--- src/rtl/pipe_ctrl_if.sv ---
// pipe_ctrl_if: decode/pipeline control bundle; master drives instr_d and flush_e, slave (pipe_ctrl) returns stall_d, cw_pipe and md_busy
interface pipe_ctrl_if #(parameter int STAGES = 3);
  logic [31:0] instr_d;
  logic flush_e;
  logic stall_d;
  logic [STAGES*25-1:0] cw_pipe;
  logic md_busy;
  modport master (output instr_d, flush_e, input stall_d, cw_pipe, md_busy);
  modport slave (input instr_d, flush_e, output stall_d, cw_pipe, md_busy);
endinterface

--- src/rtl/pipe_ctrl.sv ---
// pipe_ctrl: decodes instr_d into a 25-bit control word, pipes it through STAGES stages and raises stall_d on load-use, branch-use and mul/div hazards; ports clk, reset (sync, active-low), bus (pipe_ctrl_if.slave); mul/div support enabled by PIPE_CTRL_MD_EN
module pipe_ctrl #(
  parameter int STAGES = 3,
  parameter int MULT_LAT = 5,
  parameter int DIV_LAT = 10
) (
  input logic clk,
  input logic reset,
  pipe_ctrl_if.slave bus
);
  logic [5:0] op, fn;
  logic [4:0] rs, rt, rd, wreg;
  logic [2:0] md_op, branch, memwrite, aluop, memtoreg;
  logic [1:0] ext_sel;
  logic shift_sel, alusrc, regwrite, vld;
  logic [24:0] dec, s1_d, s1_q, s2_q;
  logic [STAGES*25-1:0] cw_q, cw_d;
  logic ld1, ld2, wr1, hit1, hit2, is_jr, is_bb, use_ld, use_br, md_stall;
  assign op = bus.instr_d[31:26];
  assign rs = bus.instr_d[25:21];
  assign rt = bus.instr_d[20:16];
  assign rd = bus.instr_d[15:11];
  assign fn = bus.instr_d[5:0];
  always_comb begin
    md_op = '0;
    shift_sel = 1'b0;
    ext_sel = '0;
    branch = '0;
    memwrite = '0;
    alusrc = 1'b0;
    aluop = '0;
    regwrite = 1'b1;
    memtoreg = '0;
    vld = 1'b1;
    case (op)
      6'h00: case (fn)
        6'h20, 6'h21: aluop = 3'b010;
        6'h22, 6'h23: aluop = 3'b110;
        6'h24: aluop = 3'b000;
        6'h25: aluop = 3'b001;
        6'h2a: aluop = 3'b011;
        6'h2b: aluop = 3'b100;
        6'h08: begin branch = 3'b011; regwrite = 1'b0; end
`ifdef PIPE_CTRL_MD_EN
        6'h18: begin md_op = 3'b001; regwrite = 1'b0; end
        6'h19: begin md_op = 3'b010; regwrite = 1'b0; end
        6'h1a: begin md_op = 3'b011; regwrite = 1'b0; end
        6'h1b: begin md_op = 3'b100; regwrite = 1'b0; end
        6'h11: begin md_op = 3'b101; regwrite = 1'b0; end
        6'h13: begin md_op = 3'b110; regwrite = 1'b0; end
        6'h10, 6'h12: begin md_op = 3'b111; memtoreg = 3'b100; end
`endif
        default: vld = 1'b0;
      endcase
      6'h03: begin branch = 3'b010; memtoreg = 3'b011; end
      6'h04: begin branch = 3'b001; aluop = 3'b110; regwrite = 1'b0; end
      6'h05: begin branch = 3'b100; aluop = 3'b110; regwrite = 1'b0; end
      6'h08: begin alusrc = 1'b1; aluop = 3'b010; end
      6'h0c: begin alusrc = 1'b1; ext_sel = 2'b01; end
      6'h0d: begin alusrc = 1'b1; aluop = 3'b001; ext_sel = 2'b01; end
      6'h0f: begin alusrc = 1'b1; shift_sel = 1'b1; memtoreg = 3'b010; end
      6'h20, 6'h21, 6'h23: begin alusrc = 1'b1; aluop = 3'b010; memtoreg = 3'b001; end
      6'h28: begin alusrc = 1'b1; aluop = 3'b010; memtoreg = 3'b001; memwrite = 3'b011; regwrite = 1'b0; end
      6'h29: begin alusrc = 1'b1; aluop = 3'b010; memtoreg = 3'b001; memwrite = 3'b010; regwrite = 1'b0; end
      6'h2b: begin alusrc = 1'b1; aluop = 3'b010; memtoreg = 3'b001; memwrite = 3'b001; regwrite = 1'b0; end
      default: vld = 1'b0;
    endcase
    // only writing R-type ops (ALU, mfhi/mflo) target rd
    wreg = op == 6'h03 ? 5'd31 : (op == 6'h00 && regwrite) ? rd : rt;
    dec = vld ? {md_op, shift_sel, ext_sel, branch, memwrite, alusrc, aluop, regwrite, memtoreg, wreg} : '0;
  end
  assign s1_q = cw_q[24:0];
  assign s2_q = cw_q[49:25];
  assign ld1 = s1_q[8] && s1_q[7:5] == 3'b001 && s1_q[4:0] != 5'd0;
  assign ld2 = s2_q[8] && s2_q[7:5] == 3'b001 && s2_q[4:0] != 5'd0;
  assign wr1 = s1_q[8] && s1_q[4:0] != 5'd0;
  assign is_jr = dec[18:16] == 3'b011;
  assign is_bb = dec[18:16] == 3'b001 || dec[18:16] == 3'b100;
  // jr only reads rs; beq/bne compare both sources
  assign hit1 = s1_q[4:0] == rs || (is_bb && s1_q[4:0] == rt);
  assign hit2 = s2_q[4:0] == rs || (is_bb && s2_q[4:0] == rt);
  assign use_ld = ld1 && (s1_q[4:0] == rs || s1_q[4:0] == rt);
  assign use_br = (is_jr || is_bb) && ((wr1 && hit1) || (ld2 && hit2));
`ifdef PIPE_CTRL_MD_EN
  logic [4:0] cnt_q, cnt_d;
  logic busy_q;
  // counter starts the cycle after a mul/div sits in stage 1, which the stage-1 stall term covers
  always_comb cnt_d = s1_q[24:22] inside {3'b001, 3'b010} ? 5'(MULT_LAT) :
                      s1_q[24:22] inside {3'b011, 3'b100} ? 5'(DIV_LAT) : cnt_q - {4'd0, |cnt_q};
  always_ff @(posedge clk) begin
    if (!reset) begin
      cnt_q <= '0;
      busy_q <= 1'b0;
    end else begin
      cnt_q <= cnt_d;
      busy_q <= |cnt_d;
    end
  end
  assign md_stall = dec[24:22] != 3'b000 && (busy_q || s1_q[24:22] inside {3'b001, 3'b010, 3'b011, 3'b100});
  assign bus.md_busy = busy_q;
`else
  assign md_stall = 1'b0;
  assign bus.md_busy = 1'b0;
`endif
  assign bus.stall_d = use_ld | use_br | md_stall;
  assign s1_d = (bus.stall_d || bus.flush_e) ? '0 : dec;
  assign cw_d = {cw_q[STAGES*25-26:0], s1_d};
  always_ff @(posedge clk) cw_q <= !reset ? '0 : cw_d;
  assign bus.cw_pipe = cw_q;
endmodule
--- src/flat_wrapper.sv ---
// flat-port wrapper written by rule: the top's interface ports become plain ports
module pipe_ctrl_flat 
#(
  parameter int STAGES = 3,
  parameter int MULT_LAT = 5,
  parameter int DIV_LAT = 10
)
  (clk, reset, bus_instr_d, bus_flush_e, bus_stall_d, bus_cw_pipe, bus_md_busy);
  pipe_ctrl_if #(.STAGES(STAGES)) bus_i ();
  input logic clk;
  input logic reset;
  input wire logic [$bits(bus_i.instr_d)-1:0] bus_instr_d;
  input wire logic [$bits(bus_i.flush_e)-1:0] bus_flush_e;
  output wire logic [$bits(bus_i.stall_d)-1:0] bus_stall_d;
  output wire logic [$bits(bus_i.cw_pipe)-1:0] bus_cw_pipe;
  output wire logic [$bits(bus_i.md_busy)-1:0] bus_md_busy;
  assign bus_i.instr_d = bus_instr_d;
  assign bus_i.flush_e = bus_flush_e;
  assign bus_stall_d = bus_i.stall_d;
  assign bus_cw_pipe = bus_i.cw_pipe;
  assign bus_md_busy = bus_i.md_busy;
  pipe_ctrl #(.STAGES(STAGES), .MULT_LAT(MULT_LAT), .DIV_LAT(DIV_LAT)) u_core (.clk(clk), .reset(reset), .bus(bus_i));
endmodule
--- config.mk ---
export PLATFORM = sky130hd
export DESIGN_NAME = pipe_ctrl_flat
export DESIGN_NICKNAME = d
export VERILOG_FILES = /design/src/rtl/pipe_ctrl_if.sv /design/src/rtl/pipe_ctrl.sv /design/src/flat_wrapper.sv
export SDC_FILE = /design/constraint.sdc
export NUM_CORES = 1
export LEC_CHECK = 0
export ABC_AREA = 0
export BUFFER_PORTS_ARGS = -buffer_cell sky130_fd_sc_hd__buf_2
export CAP_MARGIN = 20
export CORE_ASPECT_RATIO = 1.25
export CORE_MARGIN = 4
export CORE_UTILIZATION = 35
export DETAILED_ROUTE_END_ITERATION = 8
export GPL_TIMING_DRIVEN = 0
export PLACE_DENSITY = 0.74
export SYNTH_ARGS = -nofsm -noshare
export SYNTH_HDL_FRONTEND = slang
export SYNTH_SLANG_ARGS = --single-unit
--- constraint.sdc ---
create_clock -name clk -period 4.35 [get_ports clk]
set_clock_uncertainty 0.1 [all_clocks]
set_input_delay 1.0875 -clock clk [delete_from_list [all_inputs] [get_ports clk]]
set_output_delay 1.0875 -clock clk [all_outputs]
set_load 0.03 [all_outputs]
Word level (Yosys, flattened, before mapping)
Cells that the tools add are included.
- bitwise operators: 3
- mux-type cells: 16
- eq/ne operators: 31
- $lt $le $gt $ge: 0
- divide/modulo/power cells: 0
- multipliers: 0
- reductions and logical operators: 34
- add/subtract/negate cells: 0
- shift-type cells: 0
- operators by type and width (operator ; number):
    $eq 6x6->1 const B ; 14
    $eq 6x4->1 const B ; 5
    $pmux 3 s4 ; 2
    $eq 5x5->1 ; 4
    $mux 19 ; 1
    $pmux 3 s5 ; 1
    $reduce_or 13->1 ; 1
    $eq 6x3->1 const B ; 2
    $logic_and 1x1->1 ; 12
    $pmux 2 s3 ; 2
    $mux 5 ; 2
    $reduce_bool 5->1 ; 2
    $reduce_or 10->1 ; 1
    $reduce_or 2->1 ; 5
    $eq 3x1->1 const B ; 3
    $reduce_or 9->1 ; 1
    $logic_or 1x1->1 ; 7
    $reduce_or 7->1 ; 1
    $eq 6x2->1 const B ; 1
    $logic_not 6->1 ; 1
    $reduce_or 6->1 ; 1
    $mux 1 ; 5
    $reduce_or 5->1 ; 1
    $pmux 1 s2 ; 2
    6 further kinds ; 7
- input port bits: 35
- memories: 0
- bits in latches: 0
- bits in registers: 75
- logic and storage cells: 87
- memory bits (writable): 0
- output and inout port bits: 77
- bits in read-only memories: 0

Logic depth before layout (Yosys ltp)
Gate-level depths: netlist of the first run.
- depth in word-level cells: 17
- depth in mapped cells: 9
- mapped depth without buffers: 6

Worst setup path after synthesis of the first run
No wires, ideal clock.
- path kind: input port to output port
- from: input bus_instr_d[27]
- to: output bus_stall_d
- path slack: 0.129 ns
- data arrival time: 3.033 ns
- required time: 3.163 ns
- cell stages on the path: 8
- buffers on the path: 2
- cells stage by stage: buf_6 or4_4 or3_4 o41a_1 a21oi_2 a221oi_2 buf_6 or2_1
- longest elaborated chain between the ends: 12
- elaborated cells on any way between the ends: 32
- classes of those cells: eq/ne (16); mux (3); bitwise (1); reduce/logical (12)
- ends and longest elaborated chain (item ; RTL line ; text):
    from (decl) ; flat_wrapper.sv:12 ; input wire logic [$bits(bus_i.instr_d)-1:0] bus_instr_d;
    $eq 6x3->1 (tied with other cells) ; pipe_ctrl.sv:35 ; case (op)
    $reduce_or 13->1 (no source line) ; n/a ;
    $pmux 1 s2 ; pipe_ctrl.sv:35 ;
    $mux 19 * ; pipe_ctrl.sv:70 ; dec = vld ? {md_op, shift_sel, ext_sel, branch, memwrite, alusrc, aluop, regwrite, memtoreg, wreg} : '0;
    $eq 3x1->1 or $eq 3x3->1 (tied branches) ; pipe_ctrl.sv:78 ; assign is_bb = dec[18:16] == 3'b001 || dec[18:16] == 3'b100;
    $logic_or 1x1->1 ; pipe_ctrl.sv:78 ;
    $logic_and 1x1->1, on equally long branches ; pipe_ctrl.sv:80, pipe_ctrl.sv:81 ;
    $logic_or 1x1->1, on equally long branches ; pipe_ctrl.sv:80, pipe_ctrl.sv:81 ;
    $logic_and 1x1->1 ; pipe_ctrl.sv:83 ; assign use_br = (is_jr || is_bb) && ((wr1 && hit1) || (ld2 && hit2));
    $logic_or 1x1->1 ; pipe_ctrl.sv:83 ;
    $logic_and 1x1->1 * ; pipe_ctrl.sv:83 ;
    $or 1x1->1 * ; pipe_ctrl.sv:105 ; assign bus.stall_d = use_ld | use_br | md_stall;
    to (decl) ; flat_wrapper.sv:14 ; output wire logic [$bits(bus_i.stall_d)-1:0] bus_stall_d;
Every way passes the cells marked *; elsewhere a longest branch is shown, timed or not.

Worst setup path after layout of the first run
Same ends and word-level chain as after synthesis.

==> run_summary.xml, run 1 <==
<?xml version="1.0" encoding="UTF-8"?>
<metrics>
  <group name="sta">
    <metric name="fin_setup_tns" unit="ps">0</metric>
    <metric name="post-route-min-period" unit="ps">4290</metric>
    <metric name="final_cycle_utilization_of_the_critical_path" unit="">0.987</metric>
    <metric name="achievable-frequency" unit="GHz">0.233</metric>
    <metric name="slew_headroom" unit="">0.624</metric>
    <metric name="rsz0062_at_grt" unit="">false</metric>
    <metric name="hold-worst-slack" unit="ps">355</metric>
    <metric name="final_count_of_pins_violating_max_slew" unit="">0</metric>
    <metric name="setup-violations-final" unit="">0</metric>
    <metric name="finalHoldViolations" unit="">0</metric>
    <metric name="timing_worst_slew_pin_value" unit="ps">550</metric>
  </group>
  <group name="critical_path">
    <metric name="r2r_slack" unit="ps">1960</metric>
    <metric name="crit_path_max_incr_delay" unit="ps">520</metric>
    <metric name="crit_path_cell_chain" unit="">buf_12, or4_4, or3_4, o41a_1, a21oi_2, a221oi_4, or2_4, buf_6</metric>
    <metric name="cp-end-kind" unit="">primary output</metric>
    <metric name="start_kind" unit="">input pin</metric>
    <metric name="worst_ep_arrival_time" unit="ps">3110</metric>
    <metric name="crit_path_max_fanout" unit="">2</metric>
    <metric name="timing.setup.critical_path_class" unit="">input pin to primary output</metric>
    <metric name="crit_required" unit="ps">3160</metric>
    <metric name="reg2regPathDepth" unit="">7</metric>
    <metric name="cpMaxStageDelayCell" unit="">sky130_fd_sc_hd__or4_4</metric>
    <metric name="timing.rr.start" unit="">u_core.bus.cw_pipe[1]</metric>
    <metric name="critical_path.reg2reg.endpoint" unit="">u_core.bus.cw_pipe[12]</metric>
  </group>
  <group name="floorplanning">
    <metric name="placeableCoreArea" unit="mm^2">0.00669</metric>
    <metric name="boundaryPins" unit="">112</metric>
    <metric name="row_count" unit="">33</metric>
    <metric name="die_area" unit="mm^2">0.00841</metric>
    <metric name="die_width" unit="um">82.8</metric>
    <metric name="initial_core_util" unit="">0.366</metric>
    <metric name="die_y" unit="um">102</metric>
  </group>
  <group name="logic_synthesis">
    <metric name="yosys_register_bits" unit="">57</metric>
    <metric name="avgSynthCellArea" unit="um^2">9.60</metric>
    <metric name="synth_top_area_share" unit="">0.466</metric>
    <metric name="synth-warning-count" unit="">0</metric>
    <metric name="post_synth_instance_area" unit="mm^2">0.00245</metric>
    <metric name="synth_edf_count" unit="">0</metric>
    <metric name="synthFlopType" unit="">sky130_fd_sc_hd__dfxtp_1</metric>
    <metric name="post_synth_num_cell_types" unit="">49</metric>
    <metric name="synthesis.instances" unit="">255</metric>
    <metric name="yosysTopAreaCell" unit="">sky130_fd_sc_hd__dfxtp_1</metric>
    <metric name="main_area_contributors_after_synthesis" unit="">sky130_fd_sc_hd__dfxtp_1, sky130_fd_sc_hd__and2_1, sky130_fd_sc_hd__buf_4</metric>
    <metric name="seq_area_frac_synth" unit="">0.466</metric>
    <metric name="synth_async_sr_flop_share" unit="">0</metric>
  </group>
  <group name="cts">
    <metric name="max_h_tree_level" unit="">3</metric>
    <metric name="clock-sinks" unit="">57</metric>
    <metric name="cts_root_buf" unit="">sky130_fd_sc_hd__clkbuf_8</metric>
    <metric name="tritoncts_clock_tree" unit="">yes</metric>
    <metric name="cts.reportedPaths.clkPinSlew" unit="ps">60</metric>
    <metric name="max-clock-path-buffers" unit="">2</metric>
    <metric name="cts-buffers-inserted" unit="">9</metric>
    <metric name="insertion_delay" unit="ps">320</metric>
  </group>
  <group name="final_layout">
    <metric name="largest_reg_flops" unit="">57</metric>
    <metric name="drive_above_1_share" unit="">0.370</metric>
    <metric name="seqCellArea" unit="mm^2">0.00114</metric>
    <metric name="area_used_by_multi_input_combinational_logic" unit="mm^2">0.00114</metric>
    <metric name="post-route-cell-area" unit="mm^2">0.00333</metric>
    <metric name="area_growth" unit="%">36.0</metric>
    <metric name="n_antenna_cell" unit="">0</metric>
    <metric name="fillers" unit="">642</metric>
    <metric name="finish.net_count" unit="">406</metric>
    <metric name="fin_util" unit="">0.498</metric>
  </group>
  <group name="min_path">
    <metric name="hold_start" unit="">u_core.bus.cw_pipe[14]</metric>
    <metric name="min_path_type" unit="">register to register</metric>
    <metric name="min_path_cells" unit="">1</metric>
    <metric name="holdPathEnd" unit="">u_core.bus.cw_pipe[39]</metric>
  </group>
  <group name="run_status">
    <metric name="outcome" unit="">complete, no violations</metric>
  </group>
  <group name="grt">
    <metric name="grt_pass1_wl" unit="um">9490</metric>
    <metric name="grt_max_degree" unit="">11</metric>
    <metric name="grt_util_all_layers" unit="">0.140</metric>
    <metric name="first_global_vias" unit="">2083</metric>
    <metric name="grt_antenna_before_repair" unit="">0</metric>
    <metric name="globalRoute.totalOverflow" unit="">0</metric>
  </group>
  <group name="detailed_routing">
    <metric name="drc" unit="">0</metric>
    <metric name="firstDrtPassIters" unit="">4</metric>
    <metric name="initialDrtViolationCount" unit="">59</metric>
    <metric name="wire_length_per_cell" unit="um">12.9</metric>
    <metric name="detailroute.via_count" unit="">2085</metric>
    <metric name="drt_wl_total" unit="um">5990</metric>
    <metric name="post_drt_via_cell_ratio" unit="">4.50</metric>
    <metric name="detail-route-antenna-nets" unit="">0</metric>
  </group>
  <group name="run">
    <metric name="cap_viol_max_count" unit="">0</metric>
  </group>
  <group name="placement">
    <metric name="post_dp_hpwl" unit="um">4740</metric>
    <metric name="place_area" unit="mm^2">0.00305</metric>
    <metric name="portBuffers" unit="">84</metric>
    <metric name="globalplace.congestion" unit="">0.906</metric>
  </group>
  <group name="power">
    <metric name="power.density_cell_area" unit="mW/mm^2">361</metric>
    <metric name="p_leak" unit="uW">0.00161</metric>
    <metric name="vdd_ir_drop_max" unit="mV">0.183</metric>
  </group>
</metrics>
-- worst max-delay path: cells and delay by family --
| family | cells | cell delay, ps |
|---|---|---|
| AOI/OAI and AO/OA | 3 | 630 |
| buffers and inverters | 2 | 240 |
| and+or+nand+nor | 3 | 1160 |
-- area by class of cell --
type                       count  share of cell area
inverter                      10              0.0113
timing repair buffer          88               0.139
multi-input combinational    174               0.341
buffer                        31              0.0643
clock buffer                  11              0.0455
sequential                    57               0.343
clock inverter                 5              0.0233
tap                           87              0.0327
-- metal layers --
| metal | vias to the layer above | part of all wire | track usage |
|---|---|---|---|
| li1 | 1069 | - | - |
| met1 | 943 | 0.39 | 0.138 |
| met2 | 65 | 0.54 | 0.267 |
| met3 | 8 | 0.058 | 0.0439 |
| met4 | 0 | 0.016 | 0.0629 |
| met5 | - | 0 | 0 |
-- worst max-delay path by stage --
stage / start / end / slack, ps / depth (start not counted)
floorplan: bus_instr_d[27] / bus_stall_d / 130 / 8
CTS: bus_instr_d[27] / bus_stall_d / -20 / 8
finish: bus_instr_d[27] / bus_stall_d / 60 / 8
global route: bus_instr_d[27] / bus_stall_d / 10 / 8
global placement: bus_instr_d[31] / bus_stall_d / -110 / 9
detailed placement: bus_instr_d[31] / bus_stall_d / -120 / 9
-- through the flow --
step | std cells | worst slack, ps | total power (uW)
6_report | 463 | 55.5 | 1200
5_1_grt | 463 | 12.9 | 1240
4_1_cts | 463 | -22.2 | 1210
3_5_place_dp | 444 | -117 | 658
3_3_place_gp | 444 | -106 | 655
2_1_floorplan | 273 | 129 | 624
-- power by group --
group          switching, uW  internal, uW
logic                   74.4          47.2
registers               3.31           525
clock network            202           352
total                    279           924
-- Yosys cell counts (all sizes together) (2+ instances only) --
cell,instances
nor2,8
or4,3
nand3,6
or3,2
nor3,12
xor2,6
a21oi,9
clkbuf,8
and2,38
dfxtp,57
or2,2
o31ai,2
nand2,7
xnor2,14
nor4,3
a32oi,2
a211oi,6
inv,10
o21ai,10
mux2i,4
nor2b,3
nand2b,3
buf,24
-- cell families (layout without fill, tap and decap cells) --
kind of cell              count (synthesis)  after routing  synth area share
muxes                                     4              4            0.0164
buffers and inverters                    42            145             0.103
AOI/OAI and AO/OA                        38             38             0.110
other                                     1             19           0.00153
and+or+nand+nor                          93             93             0.231
DFF                                      57             57             0.466
xor gates and xnor gates                 20             20            0.0715
-- repair_timing --
item / in CTS / in global routing
hold buffers: 0 / 0
pin swaps: 5 / 2
setup buffers: 4 / 0
gates resized for setup: 8 / 2
setup endpoints to repair: 1 / 1
-- cell usage in the layout (no fill, tap or decap), types with 2 or more instances in the layout --
cell / Yosys / routed
sky130_fd_sc_hd__o21ai_0: 10 / 10
sky130_fd_sc_hd__nor3_1: 10 / 10
sky130_fd_sc_hd__buf_2: 1 / 83
sky130_fd_sc_hd__clkinv_2: 0 / 2
sky130_fd_sc_hd__nor3_2: 2 / 2
sky130_fd_sc_hd__nor2_1: 8 / 8
sky130_fd_sc_hd__mux2i_1: 4 / 4
sky130_fd_sc_hd__buf_6: 3 / 3
sky130_fd_sc_hd__and2_1: 38 / 38
sky130_fd_sc_hd__nor2b_1: 3 / 3
sky130_fd_sc_hd__nand2_1: 7 / 7
sky130_fd_sc_hd__clkbuf_1: 8 / 7
sky130_fd_sc_hd__a32oi_1: 2 / 2
sky130_fd_sc_hd__a21oi_1: 8 / 8
sky130_fd_sc_hd__clkbuf_8: 0 / 11
sky130_fd_sc_hd__a211oi_1: 5 / 5
sky130_fd_sc_hd__dfxtp_1: 57 / 57
sky130_fd_sc_hd__buf_4: 19 / 23
sky130_fd_sc_hd__nand2b_1: 3 / 3
sky130_fd_sc_hd__or4_1: 2 / 2
sky130_fd_sc_hd__nor4_1: 3 / 3
sky130_fd_sc_hd__conb_1: 1 / 19
sky130_fd_sc_hd__bufinv_16: 0 / 2
sky130_fd_sc_hd__nand3_1: 6 / 6
sky130_fd_sc_hd__xor2_1: 6 / 6
sky130_fd_sc_hd__xnor2_1: 14 / 14
sky130_fd_sc_hd__inv_1: 10 / 10
Power figures use the tool's default switching activity.
==> run 2: changes to the inputs <==
- BUFFER_PORTS_ARGS: -buffer_cell sky130_fd_sc_hd__buf_2 -> default
- DONT_BUFFER_PORTS: default -> 1
- PLACE_DENSITY: 0.74 -> 0.6
==> run 2 against run 1 <==
Compared with the run above: largest cell class unchanged; global-route usage fell by 0.59 points; largest power group is now registers; core utilization fell by 7.8 points; die area did not move.
==> run_summary.xml, run 2 (synthesized netlist as in run 1, its figures left out) <==
<?xml version="1.0" encoding="UTF-8"?>
<metrics>
  <group name="run_status">
    <metric name="outcome" unit="">complete, no violations</metric>
  </group>
  <group name="floorplanning">
    <metric name="boundaryPins" unit="">112</metric>
    <metric name="row_count" unit="">33</metric>
    <metric name="die_area" unit="mm^2">0.00841</metric>
    <metric name="die_width" unit="um">82.8</metric>
    <metric name="placeableCoreArea" unit="mm^2">0.00669</metric>
    <metric name="die_y" unit="um">102</metric>
    <metric name="initial_core_util" unit="">0.366</metric>
  </group>
  <group name="cts">
    <metric name="max-clock-path-buffers" unit="">2</metric>
    <metric name="clock-sinks" unit="">57</metric>
    <metric name="cts_root_buf" unit="">sky130_fd_sc_hd__clkbuf_8</metric>
    <metric name="cts-buffers-inserted" unit="">9</metric>
    <metric name="max_h_tree_level" unit="">3</metric>
    <metric name="cts.reportedPaths.clkPinSlew" unit="ps">60</metric>
    <metric name="cts_hold_repair.buffers" unit="">0</metric>
    <metric name="insertion_delay" unit="ps">330</metric>
    <metric name="post_cts_setup_buffers" unit="">0</metric>
    <metric name="tritoncts_clock_tree" unit="">yes</metric>
  </group>
  <group name="sta">
    <metric name="post-route-min-period" unit="ps">4280</metric>
    <metric name="timing_worst_slew_pin_value" unit="ps">547</metric>
    <metric name="slew_headroom" unit="">0.626</metric>
    <metric name="worst_slack" unit="ps">71.1</metric>
    <metric name="finalHoldViolations" unit="">0</metric>
    <metric name="final_count_of_pins_violating_max_slew" unit="">0</metric>
    <metric name="setup-violations-final" unit="">0</metric>
    <metric name="final_cycle_utilization_of_the_critical_path" unit="">0.984</metric>
    <metric name="rsz0062_at_grt" unit="">true</metric>
    <metric name="achievable-frequency" unit="GHz">0.234</metric>
    <metric name="fin_setup_tns" unit="ps">0</metric>
  </group>
  <group name="detailed_routing">
    <metric name="wire_length_per_cell" unit="um">15.0</metric>
    <metric name="post_drt_via_cell_ratio" unit="">4.64</metric>
    <metric name="initialDrtViolationCount" unit="">48</metric>
    <metric name="drc" unit="">0</metric>
    <metric name="detail-route-antenna-nets" unit="">0</metric>
    <metric name="firstDrtPassIters" unit="">4</metric>
    <metric name="drt_wl_total" unit="um">5650</metric>
    <metric name="detailroute.via_count" unit="">1748</metric>
  </group>
  <group name="final_layout">
    <metric name="mostFrequentLayoutCell" unit="">sky130_fd_sc_hd__dfxtp_1</metric>
    <metric name="area_growth" unit="%">14.8</metric>
    <metric name="drive_above_1_share" unit="">0.180</metric>
    <metric name="finish.net_count" unit="">319</metric>
    <metric name="fin_cells" unit="">377</metric>
    <metric name="fillers" unit="">665</metric>
    <metric name="largest_reg_flops" unit="">57</metric>
    <metric name="most-common-layout-cells" unit="">sky130_fd_sc_hd__dfxtp_1, sky130_fd_sc_hd__and2_1, sky130_fd_sc_hd__buf_4, sky130_fd_sc_hd__conb_1, sky130_fd_sc_hd__xnor2_1</metric>
  </group>
  <group name="critical_path">
    <metric name="r2r_slack" unit="ps">1780</metric>
    <metric name="cp-end-kind" unit="">primary output</metric>
    <metric name="crit_required" unit="ps">3160</metric>
    <metric name="worst_ep_arrival_time" unit="ps">3090</metric>
    <metric name="cpMaxStageDelayCell" unit="">sky130_fd_sc_hd__or4_4</metric>
    <metric name="crit_path_max_incr_delay" unit="ps">490</metric>
    <metric name="crit_path_max_fanout" unit="">10</metric>
    <metric name="reg2regPathDepth" unit="">7</metric>
    <metric name="timing.setup.critical_path_class" unit="">input pin to primary output</metric>
    <metric name="timing.rr.start" unit="">u_core.bus.cw_pipe[1]</metric>
    <metric name="timing.critical_path.max_delay_family" unit="">simple AND/OR/NAND/NOR gates</metric>
    <metric name="critical_path.reg2reg.endpoint" unit="">u_core.bus.cw_pipe[12]</metric>
    <metric name="crit_path_cell_chain" unit="">buf_12, or4_4, or3_4, o41a_1, a21oi_2, a221oi_2, buf_6, or2_4</metric>
    <metric name="cp_num_buf_inv" unit="">2</metric>
    <metric name="start_kind" unit="">input pin</metric>
  </group>
  <group name="grt">
    <metric name="grt_max_degree" unit="">12</metric>
    <metric name="globalRoute.totalOverflow" unit="">0</metric>
    <metric name="first_global_vias" unit="">1776</metric>
    <metric name="grt_util_all_layers" unit="">0.134</metric>
    <metric name="grt_antenna_before_repair" unit="">1</metric>
    <metric name="grt_pass1_wl" unit="um">8770</metric>
  </group>
  <group name="min_path">
    <metric name="holdPathEnd" unit="">u_core.bus.cw_pipe[63]</metric>
    <metric name="hold_start" unit="">u_core.bus.cw_pipe[38]</metric>
    <metric name="min_path_cells" unit="">1</metric>
    <metric name="min_path_type" unit="">register to register</metric>
  </group>
  <group name="power">
    <metric name="p_leak" unit="uW">0.00113</metric>
    <metric name="power.density_cell_area" unit="mW/mm^2">372</metric>
    <metric name="vdd_ir_drop_max" unit="mV">0.161</metric>
  </group>
  <group name="placement">
    <metric name="globalplace.congestion" unit="">0.870</metric>
    <metric name="portBuffers" unit="">0</metric>
    <metric name="preCtsSetupSlack" unit="ps">-40.8</metric>
    <metric name="placedCellCount" unit="">360</metric>
    <metric name="post_dp_hpwl" unit="um">4500</metric>
  </group>
  <group name="run">
    <metric name="cap_viol_max_count" unit="">0</metric>
  </group>
</metrics>
==> run 2: cell types whose count changed in the layout (fill, tap and decap cells not counted) <==
cell | previous run | this run
sky130_fd_sc_hd__inv_6 | 0 | 1
sky130_fd_sc_hd__clkbuf_2 | 1 | 0
sky130_fd_sc_hd__clkbuf_8 | 11 | 9
sky130_fd_sc_hd__a221oi_4 | 1 | 0
sky130_fd_sc_hd__buf_4 | 23 | 19
sky130_fd_sc_hd__clkinv_2 | 2 | 3
sky130_fd_sc_hd__bufinv_16 | 2 | 0
sky130_fd_sc_hd__buf_2 | 83 | 2
sky130_fd_sc_hd__buf_6 | 3 | 2
sky130_fd_sc_hd__diode_2 | 0 | 1
sky130_fd_sc_hd__a221oi_2 | 0 | 1
sky130_fd_sc_hd__clkinvlp_4 | 1 | 3
==> run 2: layout make-up <==
type / instances / area, um^2 / share of cell area
antenna: 1 / 2.50 / 0.000890
multi-input combinational: 174 / 1120 / 0.400
buffer: 32 / 225 / 0.0801
clock inverter: 7 / 46.3 / 0.0165
tap: 87 / 109 / 0.0387
clock buffer: 9 / 124 / 0.0441
sequential: 57 / 1140 / 0.406
inverter: 10 / 37.5 / 0.0134
==> run 2: layer usage <==
metal | global-route usage | wire [um] | part of all wire
met1 | 0.135 | 2180 | 0.38
met2 | 0.231 | 2890 | 0.51
met3 | 0.0561 | 454 | 0.080
met4 | 0.0843 | 136 | 0.024
met5 | 0 | 0 | 0
==> run 2: how the worst max path moves through the flow <==
stage,cells after the start,slack [ps],end,start
2_1_floorplan,8,130,bus_stall_d,bus_instr_d[27]
3_3_place_gp,8,-30,bus_stall_d,bus_instr_d[29]
3_5_place_dp,8,-40,bus_stall_d,bus_instr_d[29]
4_1_cts,8,20,bus_stall_d,bus_instr_d[29]
5_1_grt,8,-6,bus_stall_d,bus_instr_d[27]
6_report,8,70,bus_stall_d,bus_instr_d[27]
==> run 2: timing repair <==
| item | in CTS | in global routing |
|---|---|---|
| pin swaps | 0 | 0 |
| setup endpoints to repair | 1 | 1 |
| resized for setup | 1 | 5 |
==> run 2: through the flow <==
stage	cell area [um^2]	utilization	hold WS, ps	power (uW)
final	2810	0.420	543	1040
after global routing	2810	0.420	554	1090
after CTS	2800	0.418	548	1060
after detailed placement	2630	0.392	539	637
after global placement	2630	0.392	536	635
after floorplan	2520	-	518	624
==> run 2: power by group <==
group	total, uW	leakage (uW)	switching (uW)	internal (uW)
Clock	418	0.0000814	213	204
Sequential	536	0.000460	10.6	525
Combinational	90.6	0.000591	55.0	35.6
==> run 2: worst register-to-register path, cell delays in order, from the launching register on <==
cell and delay, ps:
sky130_fd_sc_hd__dfxtp_1 450, sky130_fd_sc_hd__or4_1 630, sky130_fd_sc_hd__a21oi_1 180, sky130_fd_sc_hd__o21ai_0 140, sky130_fd_sc_hd__o2111ai_1 140, sky130_fd_sc_hd__nand4b_2 350, sky130_fd_sc_hd__buf_6 270, sky130_fd_sc_hd__a211oi_2 220
==> run 3: changes to the inputs <==
- CORE_MARGIN: 4 -> default
==> run 3 against run 2 <==
Compared with the run above: global-route usage rose by 1.8 points; sequential share of layout area fell by 0.81 points; core utilization rose by 1.1 points; first-iteration DRC count fell by 10%; routed wire length fell by 2.9%; critical path depth did not move; register-to-register slack improved by 40 ps; combinational power barely moved; hold slack improved by 0.56 ps; critical endpoint unchanged; highest routed layer unchanged.
==> run_summary.xml, run 3 (synthesized netlist as in run 1, its figures left out) <==
<?xml version="1.0" encoding="UTF-8"?>
<metrics>
  <group name="detailed_routing">
    <metric name="wire_length_per_cell" unit="um">14.6</metric>
    <metric name="drt_wl_total" unit="um">5490</metric>
    <metric name="drc" unit="">0</metric>
    <metric name="initialDrtViolationCount" unit="">43</metric>
    <metric name="detail-route-antenna-nets" unit="">0</metric>
    <metric name="firstDrtPassIters" unit="">6</metric>
    <metric name="post_drt_via_cell_ratio" unit="">4.75</metric>
    <metric name="detailroute.via_count" unit="">1786</metric>
  </group>
  <group name="floorplanning">
    <metric name="initial_core_util" unit="">0.368</metric>
    <metric name="placeableCoreArea" unit="mm^2">0.00665</metric>
    <metric name="die_width" unit="um">76.8</metric>
    <metric name="row_count" unit="">33</metric>
    <metric name="die_area" unit="mm^2">0.00734</metric>
    <metric name="boundaryPins" unit="">112</metric>
    <metric name="die_y" unit="um">95.5</metric>
  </group>
  <group name="cts">
    <metric name="cts-buffers-inserted" unit="">9</metric>
    <metric name="max-clock-path-buffers" unit="">2</metric>
    <metric name="cts_root_buf" unit="">sky130_fd_sc_hd__clkbuf_8</metric>
    <metric name="cts_hold_repair.buffers" unit="">0</metric>
    <metric name="tritoncts_clock_tree" unit="">yes</metric>
    <metric name="insertion_delay" unit="ps">330</metric>
    <metric name="max_h_tree_level" unit="">3</metric>
    <metric name="post_cts_setup_buffers" unit="">0</metric>
    <metric name="cts_repair_resize_count" unit="">1</metric>
    <metric name="clock-sinks" unit="">57</metric>
    <metric name="cts.reportedPaths.clkPinSlew" unit="ps">70</metric>
  </group>
  <group name="run_status">
    <metric name="outcome" unit="">complete, no violations</metric>
  </group>
  <group name="final_layout">
    <metric name="most-common-layout-cells" unit="">sky130_fd_sc_hd__dfxtp_1, sky130_fd_sc_hd__and2_1, sky130_fd_sc_hd__buf_4, sky130_fd_sc_hd__conb_1, sky130_fd_sc_hd__xnor2_1</metric>
    <metric name="n_antenna_cell" unit="">0</metric>
    <metric name="largest_reg_flops" unit="">57</metric>
    <metric name="fin_util" unit="">0.431</metric>
    <metric name="post-route-cell-area" unit="mm^2">0.00287</metric>
    <metric name="area_growth" unit="%">17.1</metric>
    <metric name="drive_above_1_share" unit="">0.183</metric>
    <metric name="mostFrequentLayoutCell" unit="">sky130_fd_sc_hd__dfxtp_1</metric>
    <metric name="finish.net_count" unit="">319</metric>
  </group>
  <group name="critical_path">
    <metric name="crit_path_max_fanout" unit="">10</metric>
    <metric name="timing.rr.start" unit="">u_core.bus.cw_pipe[1]</metric>
    <metric name="timing.critical_path.from" unit="">bus_instr_d[27]</metric>
    <metric name="reg2regPathDepth" unit="">7</metric>
    <metric name="worst_ep_arrival_time" unit="ps">3080</metric>
    <metric name="critical_path.reg2reg.endpoint" unit="">u_core.bus.cw_pipe[12]</metric>
    <metric name="cp-end-kind" unit="">primary output</metric>
    <metric name="timing.setup.critical_path_class" unit="">input pin to primary output</metric>
    <metric name="crit_required" unit="ps">3160</metric>
    <metric name="r2r_slack" unit="ps">1820</metric>
    <metric name="start_kind" unit="">input pin</metric>
  </group>
  <group name="power">
    <metric name="internal_power" unit="uW">912</metric>
    <metric name="comb_power_share" unit="">0.077</metric>
    <metric name="power.share.clock" unit="">0.469</metric>
    <metric name="total_power" unit="uW">1180</metric>
    <metric name="p_leak" unit="uW">0.00117</metric>
    <metric name="power.density_cell_area" unit="mW/mm^2">411</metric>
    <metric name="power_frac_seq" unit="">0.454</metric>
    <metric name="vdd_ir_drop_max" unit="mV">0.208</metric>
    <metric name="net-switching-power" unit="uW">266</metric>
    <metric name="swShare" unit="">0.226</metric>
  </group>
  <group name="sta">
    <metric name="final_cycle_utilization_of_the_critical_path" unit="">0.981</metric>
    <metric name="rsz0062_at_grt" unit="">true</metric>
    <metric name="finalHoldViolations" unit="">0</metric>
    <metric name="post-route-min-period" unit="ps">4270</metric>
    <metric name="achievable-frequency" unit="GHz">0.234</metric>
    <metric name="slew_headroom" unit="">0.637</metric>
    <metric name="setup-violations-final" unit="">0</metric>
    <metric name="hold-worst-slack" unit="ps">543</metric>
    <metric name="final_count_of_pins_violating_max_slew" unit="">0</metric>
    <metric name="timing_worst_slew_pin_value" unit="ps">538</metric>
  </group>
  <group name="grt">
    <metric name="grt_pass1_wl" unit="um">8500</metric>
    <metric name="grt_util_all_layers" unit="">0.152</metric>
    <metric name="globalRoute.totalOverflow" unit="">0</metric>
    <metric name="grt_antenna_before_repair" unit="">0</metric>
    <metric name="grt_max_degree" unit="">11</metric>
    <metric name="first_global_vias" unit="">1737</metric>
  </group>
  <group name="min_path">
    <metric name="hold_start" unit="">u_core.bus.cw_pipe[13]</metric>
    <metric name="min_path_cells" unit="">1</metric>
    <metric name="min_path_type" unit="">register to register</metric>
    <metric name="holdPathEnd" unit="">u_core.bus.cw_pipe[38]</metric>
  </group>
  <group name="run">
    <metric name="cap_viol_max_count" unit="">0</metric>
  </group>
  <group name="placement">
    <metric name="portBuffers" unit="">0</metric>
    <metric name="globalplace.congestion" unit="">0.824</metric>
    <metric name="place_area" unit="mm^2">0.00263</metric>
    <metric name="post_dp_hpwl" unit="um">4300</metric>
  </group>
</metrics>
run 3: cell types whose count changed in the layout (fill, tap and decap cells not counted):
cell                         delta
sky130_fd_sc_hd__inv_6          -1
sky130_fd_sc_hd__clkinv_2       -1
sky130_fd_sc_hd__diode_2        -1
sky130_fd_sc_hd__clkbuf_8       +2
sky130_fd_sc_hd__clkbuf_1       -1
sky130_fd_sc_hd__clkinvlp_4     -2
sky130_fd_sc_hd__clkbuf_2       +1
sky130_fd_sc_hd__bufinv_16      +2
run 3: how the worst max path moves through the flow:
stage	to	cells after the start	slack [ps]
after floorplan	bus_stall_d	8	130
after global placement	bus_stall_d	8	-20
after detailed placement	bus_stall_d	8	-20
after CTS	bus_stall_d	8	30
after global routing	bus_stall_d	8	-10
final	bus_stall_d	8	80
run 3: routing by layer:
layer | part of all wire | GRT usage
met4 | 0.018 | 0.101
met2 | 0.50 | 0.263
met1 | 0.39 | 0.156
met5 | 0 | 0
met3 | 0.094 | 0.0555
run 3: critical path, cell delays in order:
cell                       delay (ps)
sky130_fd_sc_hd__buf_12           110
sky130_fd_sc_hd__or4_4            490
sky130_fd_sc_hd__or3_4            360
sky130_fd_sc_hd__o41a_1           370
sky130_fd_sc_hd__a21oi_2          140
sky130_fd_sc_hd__a221oi_2          90
sky130_fd_sc_hd__buf_6            160
sky130_fd_sc_hd__or2_4            280
run 3: area by class of cell:
class / instances / area (um^2)
Tap cell: 87 / 109
Sequential cell: 57 / 1140
Multi-Input combinational cell: 174 / 1120
Clock inverter: 5 / 77.6
Fill cell: 646 / 3780
Inverter: 10 / 37.5
Clock buffer: 11 / 151
Buffer: 32 / 226
run 3: power groups by stage:
stage	combinational, uW	sequential, uW	clock, uW
after global placement	87.9	547	0
after floorplan	78.4	546	0
after detailed placement	88.6	548	0
after global routing	99.1	536	584
final	90.5	536	553
after CTS	88.8	536	562
run 3: per-stage QoR:
stage | cells | worst slack, ps | setup TNS (ps)
after global routing | 376 | -14.1 | -14.1
final | 376 | 82.8 | 0
after CTS | 376 | 33.5 | 0
after floorplan | 273 | 129 | 0
after detailed placement | 360 | -19.8 | -19.8
after global placement | 360 | -21.1 | -21.1
